### src/rtl/pipe_stage_skid.sv
// Two-entry pipeline stage with a skid buffer.
// The main entry drives the outputs. The skid entry catches the one beat that
// arrives while main is stalled. in_ready comes from a register only, so there
// is no combinational path from out_ready to in_ready.
// Optional feature macro: PIPE_STAGE_STALL_CNT_EN adds a 32-bit stall_cnt output.
module pipe_stage_skid #(
  parameter int unsigned DATA_W = 96,
  parameter int unsigned EXC_W  = 5
) (
  input  logic              clk,
  input  logic              reset,
  input  logic              flush,
  input  logic              in_valid,
  output logic              in_ready,
  input  logic [DATA_W-1:0] in_data,
  input  logic [EXC_W-1:0]  in_exc,
  input  logic              in_bd,
  output logic              out_valid,
  input  logic              out_ready,
  output logic [DATA_W-1:0] out_data,
  output logic [EXC_W-1:0]  out_exc,
  output logic              out_bd,
  output logic [1:0]        occupancy
`ifdef PIPE_STAGE_STALL_CNT_EN
  ,
  output logic [31:0]       stall_cnt
`endif
);

  typedef struct packed {
    logic [DATA_W-1:0] data;
    logic [EXC_W-1:0]  exc;
    logic              bd;
    logic              valid;
  } entry_t;

  typedef enum logic [1:0] {
    StEmpty = 2'd0,
    StOne   = 2'd1,
    StFull  = 2'd2
  } state_e;

  entry_t main_q, main_d;
  entry_t skid_q, skid_d;
  entry_t in_entry;
  state_e state;
  logic   accept;
  logic   drain;

  assign in_entry  = {in_data, in_exc, in_bd, 1'b1};
  assign in_ready  = !skid_q.valid;
  assign out_valid = main_q.valid;
  assign out_data  = main_q.data;
  assign out_exc   = main_q.exc;
  assign out_bd    = main_q.bd;
  assign occupancy = {1'b0, main_q.valid} + {1'b0, skid_q.valid};
  assign accept    = in_valid & in_ready;
  assign drain     = out_valid & out_ready;

  // Decode the occupancy state from the two valid bits. Skid is only ever
  // filled while main is valid, so skid-only is unreachable.
  always_comb begin
    if (skid_q.valid) begin
      state = StFull;
    end else if (main_q.valid) begin
      state = StOne;
    end else begin
      state = StEmpty;
    end
  end

  // Next-state logic for both entries. Flush overrides accept and drain.
  always_comb begin
    main_d = main_q;
    skid_d = skid_q;
    if (flush) begin
      main_d = '0;
      skid_d = '0;
    end else begin
      unique case (state)
        StEmpty: begin
          if (accept) main_d = in_entry;
        end
        StOne: begin
          if (accept && drain) begin
            main_d = in_entry;
          end else if (accept) begin
            skid_d = in_entry;
          end else if (drain) begin
            main_d = '0;
          end
        end
        StFull: begin
          // in_ready is low here, so only a drain can move data.
          if (drain) begin
            main_d = skid_q;
            skid_d = '0;
          end
        end
        default: begin
          main_d = '0;
          skid_d = '0;
        end
      endcase
    end
  end

  // Entry registers, cleared immediately on reset.
  always_ff @(posedge clk or negedge reset) begin
    if (!reset) begin
      main_q <= '0;
      skid_q <= '0;
    end else begin
      main_q <= main_d;
      skid_q <= skid_d;
    end
  end

`ifdef PIPE_STAGE_STALL_CNT_EN
  logic [31:0] stall_cnt_q;

  // Count cycles where a beat waits on downstream. Reset clears the count;
  // flush does not. Wraps naturally at 2^32.
  always_ff @(posedge clk or negedge reset) begin
    if (!reset) begin
      stall_cnt_q <= '0;
    end else if (main_q.valid && !out_ready && !flush) begin
      stall_cnt_q <= stall_cnt_q + 32'd1;
    end
  end

  assign stall_cnt = stall_cnt_q;
`endif

endmodule

### config.mk
export PLATFORM = sky130hd
export DESIGN_NAME = pipe_stage_skid
export DESIGN_NICKNAME = d
export VERILOG_FILES = /design/src/rtl/pipe_stage_skid.sv
export SDC_FILE = /design/constraint.sdc
export NUM_CORES = 1
export LEC_CHECK = 0
export BUFFER_PORTS_ARGS = -buffer_cell sky130_fd_sc_hd__buf_4
export CORE_UTILIZATION = 45
export CTS_BUF_LIST = sky130_fd_sc_hd__clkbuf_16
export CTS_CLUSTER_DIAMETER = 120
export DETAILED_ROUTE_END_ITERATION = 8
export PLACE_DENSITY = 0.68
export SLEW_MARGIN = 20
export SYNTH_ARGS = -nofsm -noshare
export SYNTH_HDL_FRONTEND = slang
export SYNTH_SLANG_ARGS = --single-unit
### constraint.sdc
create_clock -name clk -period 2.15 [get_ports clk]
set_clock_uncertainty 0.1 [all_clocks]
set_input_delay 0.3225 -clock clk [delete_from_list [all_inputs] [get_ports clk]]
set_output_delay 0.3225 -clock clk [all_outputs]
set_load 0.01 [all_outputs]
==> results of run 1 <==
## synth_stat cells, drive strengths merged
cell type / number
ha: 3
a32o: 102
buf: 51
nor2: 1
clkbuf: 77
and2: 2
a41oi: 101
o32ai: 103
a311oi: 1
a22o: 101
o2bb2ai: 1
nor2b: 2
inv: 107
and4b: 2
o211ai: 1
a211oi: 1
and3b: 1
o221ai: 1
dfrtp: 206
a21oi: 1
a21boi: 1
o21a: 1
a31o: 1
## layout make-up
class                      count  share of cell area
sequential                   206               0.378
tap                          280              0.0257
clock buffer                  23              0.0422
timing repair buffer         353               0.230
clock inverter                16             0.00532
multi-input combinational    427               0.289
inverter                     107              0.0295
## path summary, 6_finish.rpt
kind,startpoint,cells after the start,to
setup / recovery,skid_q[0]$_DFFE_PN0P_,4,occupancy[1]
hold / removal,flush,2,out_data[57]$_DFFE_PN0P_
setup reg to reg,skid_q[0]$_DFFE_PN0P_,6,out_data[79]$_DFFE_PN0P_
hold reg to reg,skid_q[101]$_DFFE_PN0P_,1,skid_q[101]$_DFFE_PN0P_
max in group asynchronous,reset,3,out_data[94]$_DFFE_PN0P_
min in group asynchronous,reset,2,skid_q[24]$_DFFE_PN0P_
## flip-flops by register name, indices dropped and copies added, names as in the netlist
name,flops
out_data,96
out_exc,5
skid_q,103
out_bd,1
out_valid,1
## power groups by stage
stage	registers (mW)	clock network (mW)	logic (mW)
2_1_floorplan	5.16	0	3.21
3_3_place_gp	4.97	0	5.80
3_5_place_dp	4.98	0	5.85
4_1_cts	4.92	3.56	6.02
5_1_grt	5.00	3.72	6.52
6_report	4.92	3.48	6.03
## layer usage
| metal | GRT usage | wire length [um] | vias up |
|---|---|---|---|
| li1 | - | - | 4066 |
| met1 | 0.367 | 13000 | 4630 |
| met2 | 0.433 | 14800 | 346 |
| met3 | 0.0377 | 2030 | 44 |
| met4 | 0.0705 | 579 | 0 |
| met5 | 0 | 0 | - |
## critical path, delay by kind of cell, from the launching register on
family	cells	cell delay, ps
DFF	1	490
buffers and inverters	3	500
adders and majority gates	1	190
## stage by stage
step                      total power [mW]   util  hold WS [ps]  setup TNS [ps]  cell area (um2)
after floorplan                       8.37      -         -73.1               0            10000
after global placement                10.8  0.547           217               0            11900
after detailed placement              10.8  0.547           211               0            11900
after CTS                             14.5  0.624          24.0               0            13600
after global routing                  15.2  0.625          35.0           -87.3            13600
final                                 14.4  0.625          32.9               0            13600
## kinds of logic (layout without fill, tap and decap cells)
group	count (synthesis)	in the layout	share of synthesized area
compound gates	416	416	0.376
fa+ha+maj	3	3	0.00374
flops	206	206	0.513
buf+inv	235	499	0.101
simple gates	8	8	0.00573
## timing repair
item                                    CTS  global route
endpoints found under the setup margin    1             3
hold buffers                            103             0
gates resized for setup                   4             3
endpoints found under the hold margin   146             0
gates cloned                              0             0
==> key figures, run 1 <==
Run status
  – Status: finished, final reports clean

Timing
  – Max Freq: 471 MHz
  – Worst-Margin Slew: 657 ps
  – Max-slew violations: 0
  – Final setup viols: 0
  – Worst slew margin: 0.562
  – Tcrit/Tclk final: 0.988
  – Final hold vios: 0
  – Unrepaired setup endpoints after global routing: true
  – Fin worst setup slack: 26.7 ps
  – Final critical-path required period: 2120 ps

Power and ir drop
  – Combinational Power Share: 0.418
  – Seq pwr share: 0.341
  – Max IR drop VDD: 0.744 mV
  – Switch Pwr: 5.42 mW
  – Clock power share: 0.241
  – Pleak: 6.10 nW
  – Total power divided by cell area: 1060 nW/um2
  – Sw frac: 0.376
  – Cell Int Power: 9.01 mW

Synthesis
  – Register bit count reported by yosys: 206
  – Area share of the largest cell type after synthesis: 0.513
  – Synth warn: 0
  – Total nets after synthesis: 978
  – Syn Inst Count: 868
  – Synth area leaders: dfrtp_1 (51%), a32o_1 (10%), o32ai_1 (9.0%)
  – Yosys top cell by area: dfrtp_1
  – Sequential fraction of the synthesis area: 0.513
  – Cell Area, Synth: 10000 um2
  – Mapped Avg Cell Area: 11.6 um2
  – Yosys cell types: 26

Placement
  – Routability Congestion: 0.766
  – Placed insts: 1270
  – Hpwl dp: 17300 um
  – Port Buffers: 212
  – DP Worst Slack: 125 ps

Clock tree
  – Clk sink count: 206
  – H-tree depth: 1
  – Clk_lat worst skew: 500 ps
  – CTS tree: built
  – CTS clk-pin slew, worst paths: 60 ps
  – TritonCTS Buffers: 23
  – Buffer depth of the longest clock path: 3
  – Setup Buffers After CTS: 0
  – Root Buffer Master: clkbuf_16

Die
  – Initial Util: 0.460
  – I/O Pins: 213
  – Die footprint: 22900 um2
  – Row cnt: 54
  – Horiz. Die Dim: 151 um
  – Core ar.: 21800 um2
  – Die height: 151 um

Route
  – Vias per inst: 6.43
  – Drt total wl: 30400 um
  – Antenna viol nets, final: 0
  – # DRC: 0
  – DR iter-0 viols: 753
  – Wire length per cell: 21.5 um
  – Router iterations before antenna repair: 5
  – Routed via count: 9086

Final layout
  – Footprint of the multi-input gates: 3940 um2
  – Reg area: 5160 um2
  – Most common cell after layout, fill and taps aside: buf_4
  – Filler cell count in the final layout: 1759
  – Nets@finish: 1228
  – Layout area overhead: 35.8%
  – Share of cells above drive strength 1: 0.256
  – # diodes: 0
  – Most frequent cells in the layout: buf_4 (230), dfrtp_1 (205), inv_1 (108)
  – Cell Count, Final, Fillers Out: 1412

Worst setup path
  – Reg2reg setup slack: 80 ps
  – Crit path required time: 1730 ps
  – Critical path cell sequence: buf_8 -> buf_12 -> ha_1 -> buf_4
  – CP max-delay cell: dfrtp_4
  – WP data arrival: 1700 ps
  – CP Launch Type: register
  – Critical path type: register to output port
  – Crit Path Max Fanout: 29
  – CP Capture Type: output port
  – CP peak stage delay: 490 ps

Global route
  – Initial antenna violation count: 0
  – Via count of the first global-routing pass: 8867
  – GRT overflow: 0
  – Largest net degree at the start of global routing: 88
  – Tot GR Track Use: 0.265
  – First-pass GRT wire length: 48100 um

Worst hold path
  – Tightest Hold Check Type: input pin to register

Flow run
  – Maxcap violations: 0
(Power assumes the default switching activity.)
==> run 2: changes to the inputs <==
CORE_ASPECT_RATIO = 2   (was default)
==> run 2 against run 1 <==
First-iteration DRC count decreased by 10%. Final cell count shrank 0.42%. Core utilization is 0.37 points lower. Largest cell class unchanged.
==> key figures, run 2 (same netlist as run 1, synthesis figures left out) <==
Worst setup path
  – Crit Path Max Fanout: 26 (was 29)
  – CP Launch Type: register (unchanged)
  – WP data arrival: 2330 ps (was 1700 ps)
  – CP peak stage delay: 540 ps (was 490 ps)
  – Critical path cell sequence: inv_1 -> ha_4 -> buf_4 -> a22o_1 -> a41oi_2 -> o32ai_1 (was buf_8 -> buf_12 -> ha_1 -> buf_4)
  – CP top delay family: compound AO/OA/AOI/OAI gates (was buffers and inverters)
  – Crit path required time: 2410 ps (was 1730 ps)
  – Buf/Inv on CP: 2 (was 3)
  – CP Capture Type: register (was output port)
  – CP max-delay cell: dfrtp_1 (was dfrtp_4)
  – Critical path type: register to register (was register to output port)

Route
  – # DRC: 0 (unchanged)
  – Wire length per cell: 22.5 um (was 21.5 um)
  – Router iterations before antenna repair: 5 (unchanged)
  – DR iter-0 viols: 676 (was 753)
  – Vias per inst: 6.50 (was 6.43)
  – Antenna viol nets, final: 0 (unchanged)
  – Routed via count: 9138 (was 9086)
  – Drt total wl: 31600 um (was 30400 um)

Placement
  – Hpwl dp: 19100 um (was 17300 um)
  – Placed cell area: 12000 um2 (was 11900 um2)
  – Routability Congestion: 0.759 (was 0.766)
  – Port Buffers: 212 (unchanged)

Timing
  – Worst slew margin: 0.509 (was 0.562)
  – Final critical-path required period: 2060 ps (was 2120 ps)
  – Final setup viols: 0 (unchanged)
  – Worst-Margin Slew: 737 ps (was 657 ps)
  – Min Hold Slack: 236 ps (was 32.9 ps)
  – Final hold vios: 0 (unchanged)
  – Tcrit/Tclk final: 0.960 (was 0.988)
  – Max Freq: 485 MHz (was 471 MHz)
  – Max-slew violations: 0 (unchanged)
  – Sum Neg Setup Slack: 0 ps (unchanged)
  – Unrepaired setup endpoints after global routing: false (was true)

Clock tree
  – Buffer depth of the longest clock path: 3 (unchanged)
  – H-tree depth: 1 (unchanged)
  – CTS clk-pin slew, worst paths: 60 ps (about the same)
  – Clk sink count: 206 (unchanged)
  – Root Buffer Master: clkbuf_16 (unchanged)
  – Setup Buffers After CTS: 0 (unchanged)
  – CTS tree: built (unchanged)
  – TritonCTS Buffers: 20 (was 23)
  – Clk_lat worst skew: 500 ps (about the same)

Final layout
  – Share of cells above drive strength 1: 0.255 (was 0.256)
  – Filler cell count in the final layout: 1790 (was 1759)
  – Layout area overhead: 35.9% (was 35.8%)
  – Design area: 13600 um2 (about the same)
  – Fin util: 0.621 (was 0.625)
  – Max FFs per register: 103 (unchanged)
  – Most frequent cells in the layout: buf_4 (231), dfrtp_1 (205), inv_1 (114) (was buf_4 (230), dfrtp_1 (205), inv_1 (108))
  – Nets@finish: 1227 (was 1228)
  – Largest Register: skid_q (unchanged)
  – Most common cell after layout, fill and taps aside: buf_4 (unchanged)

Global route
  – Largest net degree at the start of global routing: 66 (was 88)
  – Via count of the first global-routing pass: 9248 (was 8867)
  – Tot GR Track Use: 0.275 (was 0.265)
  – GRT overflow: 0 (unchanged)
  – First-pass GRT wire length: 49800 um (was 48100 um)
  – Initial antenna violation count: 1 (was 0)

Die
  – Die height: 213 um (was 151 um)
  – Die footprint: 23000 um2 (was 22900 um2)
  – Core ar.: 22000 um2 (was 21800 um2)
  – Horiz. Die Dim: 108 um (was 151 um)
  – Initial Util: 0.457 (was 0.460)
  – Row cnt: 77 (was 54)
  – I/O Pins: 213 (unchanged)

Power and ir drop
  – Pleak: 6.11 nW (was 6.10 nW)
  – Max IR drop VDD: 0.671 mV (was 0.744 mV)
  – Total power divided by cell area: 1060 nW/um2 (about the same)

Worst hold path
  – Tightest Hold Check Type: input pin to asynchronous set/reset pin (was input pin to register)

Run status
  – Status: finished, final reports clean (unchanged)

Flow run
  – Maxcap violations: 0 (unchanged)
-- run 2: cell type report --
type / instances / area (um2) / area share
timing repair buffer: 355 / 3180 / 0.233
tap: 276 / 345 / 0.0253
sequential: 206 / 5160 / 0.378
inverter: 107 / 407 / 0.0298
antenna: 1 / 2.50 / 0.000183
multi-input combinational: 427 / 3950 / 0.289
clock buffer: 21 / 526 / 0.0385
clock inverter: 13 / 80.1 / 0.00587
-- run 2: metal layers --
layer | global-route usage | vias to the layer above | part of all wire
li1 | - | 4053 | -
met1 | 0.324 | 4549 | 0.37
met2 | 0.471 | 419 | 0.52
met3 | 0.0379 | 117 | 0.054
met4 | 0.165 | 0 | 0.062
met5 | 0 | - | 0
-- run 2: final timing paths --
| kind | start | endpoint | slack, ps | cells past startpoint |
|---|---|---|---|---|
| max | out_valid$_DFFE_PN0P_ | out_data[93]$_DFFE_PN0P_ | 90 | 6 |
| min | reset | out_data[19]$_DFFE_PN0P_ | 240 | 2 |
| max reg2reg | out_valid$_DFFE_PN0P_ | out_data[93]$_DFFE_PN0P_ | 90 | 6 |
| min reg2reg | skid_q[17]$_DFFE_PN0P_ | skid_q[17]$_DFFE_PN0P_ | 420 | 1 |
| max in group asynchronous | reset | out_data[78]$_DFFE_PN0P_ | 980 | 3 |
| min in group clk | in_valid | out_data[95]$_DFFE_PN0P_ | 240 | 4 |
-- run 2: what timing repair did --
action                                  in CTS  in global routing
gates resized for setup                      1                  2
hold buffers                               103                  0
gates cloned                                 0                  0
hold endpoints to repair                   149                  0
endpoints found under the setup margin       1                  2
-- run 2: report_power, final --
group	switching, mW	leakage, nW	internal, mW	total [mW]
logic	3.51	2.97	2.61	6.12
registers	0.432	2.82	4.51	4.95
clock network	1.47	0.328	1.87	3.35
-- run 2: worst register-to-register path, stage by stage, from the launching register on --
cell and delay [ps]:
dfrtp_1 540, inv_1 160, ha_4 220, buf_4 230, a22o_1 260, a41oi_2 280, o32ai_1 150
-- run 2: stage by stage --
| step | setup WS (ps) | total power [mW] | std cells |
|---|---|---|---|
| floorplan | 131 | 8.37 | 868 |
| detailed placement | 7.52 | 11.0 | 1268 |
| global placement | 97.9 | 10.9 | 1268 |
| finish | 86.4 | 14.4 | 1406 |
| global route | 16.1 | 15.2 | 1406 |
| CTS | 68.1 | 14.5 | 1405 |
==> run 3: changes to the inputs <==
SETUP_SLACK_MARGIN = 0.3   (was default)
==> run 3 against run 2 <==
Clock power decreased by 3%. Critical path depth is 2 higher. Maximum frequency rose by 2.3%. Final cell count grew 5.3%. First-iteration DRC count grew 28%. Routed wire length grew 23%. Critical path type unchanged. Combinational power is 40% higher. Final area up 11%. Core utilization rose by 7.1 points. Count of clock-buffer cells in the layout did not move. Sequential power about the same. Highest routed layer unchanged. Worst setup slack better by 46 ps. Largest power group unchanged.
==> key figures, run 3 (same netlist as run 1, synthesis figures left out) <==
Placement
  – Port Buffers: 212 (unchanged)
  – Placed cell area: 12000 um2 (about the same)
  – Hpwl dp: 19000 um (was 19100 um)
  – Routability Congestion: 0.772 (was 0.759)

Flow run
  – Maxcap violations: 0 (unchanged)

Timing
  – Max-slew violations: 0 (unchanged)
  – Worst slew margin: 0.698 (was 0.509)
  – Final hold vios: 0 (unchanged)
  – Max Freq: 496 MHz (was 485 MHz)
  – Sum Neg Setup Slack: 0 ps (unchanged)
  – Min Hold Slack: 183 ps (was 236 ps)
  – Final setup viols: 0 (unchanged)
  – Worst-Margin Slew: 453 ps (was 737 ps)
  – Final critical-path required period: 2020 ps (was 2060 ps)
  – Tcrit/Tclk final: 0.939 (was 0.960)
  – Unrepaired setup endpoints after global routing: true (was false)

Route
  – Vias per inst: 6.70 (was 6.50)
  – Drt total wl: 39000 um (was 31600 um)
  – # DRC: 0 (unchanged)
  – Routed via count: 9922 (was 9138)
  – Antenna viol nets, final: 0 (unchanged)
  – DR iter-0 viols: 865 (was 676)
  – Wire length per cell: 26.4 um (was 22.5 um)
  – Router iterations before antenna repair: 5 (unchanged)

Die
  – Row cnt: 77 (unchanged)
  – Die height: 213 um (unchanged)
  – Die footprint: 23000 um2 (unchanged)
  – Initial Util: 0.457 (unchanged)
  – Horiz. Die Dim: 108 um (unchanged)
  – Core ar.: 22000 um2 (unchanged)
  – I/O Pins: 213 (unchanged)

Worst setup path
  – CP Launch Type: register (unchanged)
  – Crit Path Max Fanout: 23 (was 26)
  – CP peak stage delay: 450 ps (was 540 ps)
  – WP data arrival: 2280 ps (was 2330 ps)
  – Buf/Inv on CP: 4 (was 2)
  – Most used cell, CP: buf_6
  – CP top delay family: compound AO/OA/AOI/OAI gates (unchanged)
  – Crit path required time: 2420 ps (was 2410 ps)
  – Critical path type: register to register (unchanged)
  – CP max-delay cell: dfrtp_4 (was dfrtp_1)
  – CP Capture Type: register (unchanged)
  – Critical path cell sequence: inv_6 -> ha_4 -> buf_6 -> buf_4 -> buf_6 -> a22o_1 -> a41oi_1 -> o32ai_2 (was inv_1 -> ha_4 -> buf_4 -> a22o_1 -> a41oi_2 -> o32ai_1)

Power and ir drop
  – Combinational Power Share: 0.510 (was 0.425)
  – Cell Int Power: 10.3 mW (was 9.00 mW)
  – Sw frac: 0.386 (was 0.376)
  – Total power divided by cell area: 1110 nW/um2 (was 1060 nW/um2)
  – Max IR drop VDD: 0.833 mV (was 0.671 mV)
  – Switch Pwr: 6.48 mW (was 5.41 mW)
  – Pleak: 6.79 nW (was 6.11 nW)
  – Seq pwr share: 0.296 (was 0.343)
  – Clock power share: 0.194 (was 0.232)
  – Tot Pwr: 16.8 mW (was 14.4 mW)

Clock tree
  – Clk sink count: 206 (unchanged)
  – H-tree depth: 1 (unchanged)
  – CTS tree: built (unchanged)
  – Buffer depth of the longest clock path: 3 (unchanged)
  – Clk_lat worst skew: 500 ps (about the same)
  – Root Buffer Master: clkbuf_16 (unchanged)
  – TritonCTS Buffers: 20 (unchanged)
  – CTS clk-pin slew, worst paths: 60 ps (about the same)

Global route
  – Via count of the first global-routing pass: 9457 (was 9248)
  – First-pass GRT wire length: 52900 um (was 49800 um)
  – Tot GR Track Use: 0.301 (was 0.275)
  – GRT overflow: 0 (unchanged)
  – Largest net degree at the start of global routing: 92 (was 66)
  – Initial antenna violation count: 1 (unchanged)

Final layout
  – Max FFs per register: 103 (unchanged)
  – Largest Register: skid_q (unchanged)
  – Most frequent cells in the layout: buf_4 (240), dfrtp_1 (204), inv_1 (110) (was buf_4 (231), dfrtp_1 (205), inv_1 (114))
  – Layout area overhead: 51.4% (was 35.9%)
  – Most common cell after layout, fill and taps aside: buf_4 (unchanged)
  – Design area: 15200 um2 (was 13600 um2)
  – Nets@finish: 1302 (was 1227)
  – Share of cells above drive strength 1: 0.329 (was 0.255)

Worst hold path
  – Tightest Hold Check Type: input pin to register (was input pin to asynchronous set/reset pin)

Run status
  – Status: finished, final reports clean (unchanged)
-- run 3: cell types whose count changed in the layout (fill, tap and decap cells not counted), moves of 11 or more --
cell,change
buf_6,+22
clkbuf_16,+16
o32ai_1,-16
o32ai_2,+14
buf_16,+11
-- run 3: per-layer routing --
metal / global-route usage / wire length [um]
met3: 0.0266 / 2560
met5: 0 / 0
met2: 0.533 / 20400
met1: 0.357 / 13500
met4: 0.158 / 2560
-- run 3: cell type report --
cell class / count / area (um2)
repair buffers: 428 / 4490
fillers: 1559 / 6760
clock buffers: 21 / 526
multi-input cells: 429 / 4220
clock inverters: 13 / 55.1
inverters: 107 / 412
well taps: 276 / 345
diodes: 1 / 2.50
flip-flops and latches: 206 / 5160
-- run 3: power by group through the flow --
stage | clock network [mW] | logic, mW | registers (mW)
floorplan | 0 | 3.24 | 5.16
global placement | 0 | 5.91 | 5.01
detailed placement | 0 | 5.99 | 5.03
CTS | 3.30 | 7.04 | 4.96
global route | 3.43 | 8.95 | 5.04
finish | 3.26 | 8.57 | 4.98
-- run 3: path summary, 6_finish.rpt --
check / start / end / slack [ps] / cells past startpoint
setup / recovery: skid_q[0]$_DFFE_PN0P_ / out_data[59]$_DFFE_PN0P_ / 130 / 8
hold / removal: flush / out_data[56]$_DFFE_PN0P_ / 180 / 2
setup reg to reg: skid_q[0]$_DFFE_PN0P_ / out_data[59]$_DFFE_PN0P_ / 130 / 8
hold reg to reg: skid_q[2]$_DFFE_PN0P_ / skid_q[2]$_DFFE_PN0P_ / 420 / 1
max in group asynchronous: reset / skid_q[2]$_DFFE_PN0P_ / 1090 / 3
min in group asynchronous: reset / out_data[20]$_DFFE_PN0P_ / 200 / 2
-- run 3: per-stage QoR --
stage	setup WS, ps	instances	utilization
after global placement	206	1266	0.545
final	132	1481	0.692
after floorplan	300	868	-
after global routing	98.9	1481	0.692
after CTS	197	1447	0.653
after detailed placement	150	1266	0.545
-- run 3: timing repair --
item / in CTS / in global routing
setup buffers: 34 / 7
pin swaps: 4 / 10
hold buffers: 103 / 0
gates cloned: 10 / 26
resized for setup: 43 / 54
endpoints found under the setup margin: 208 / 208
hold endpoints to repair: 156 / 0
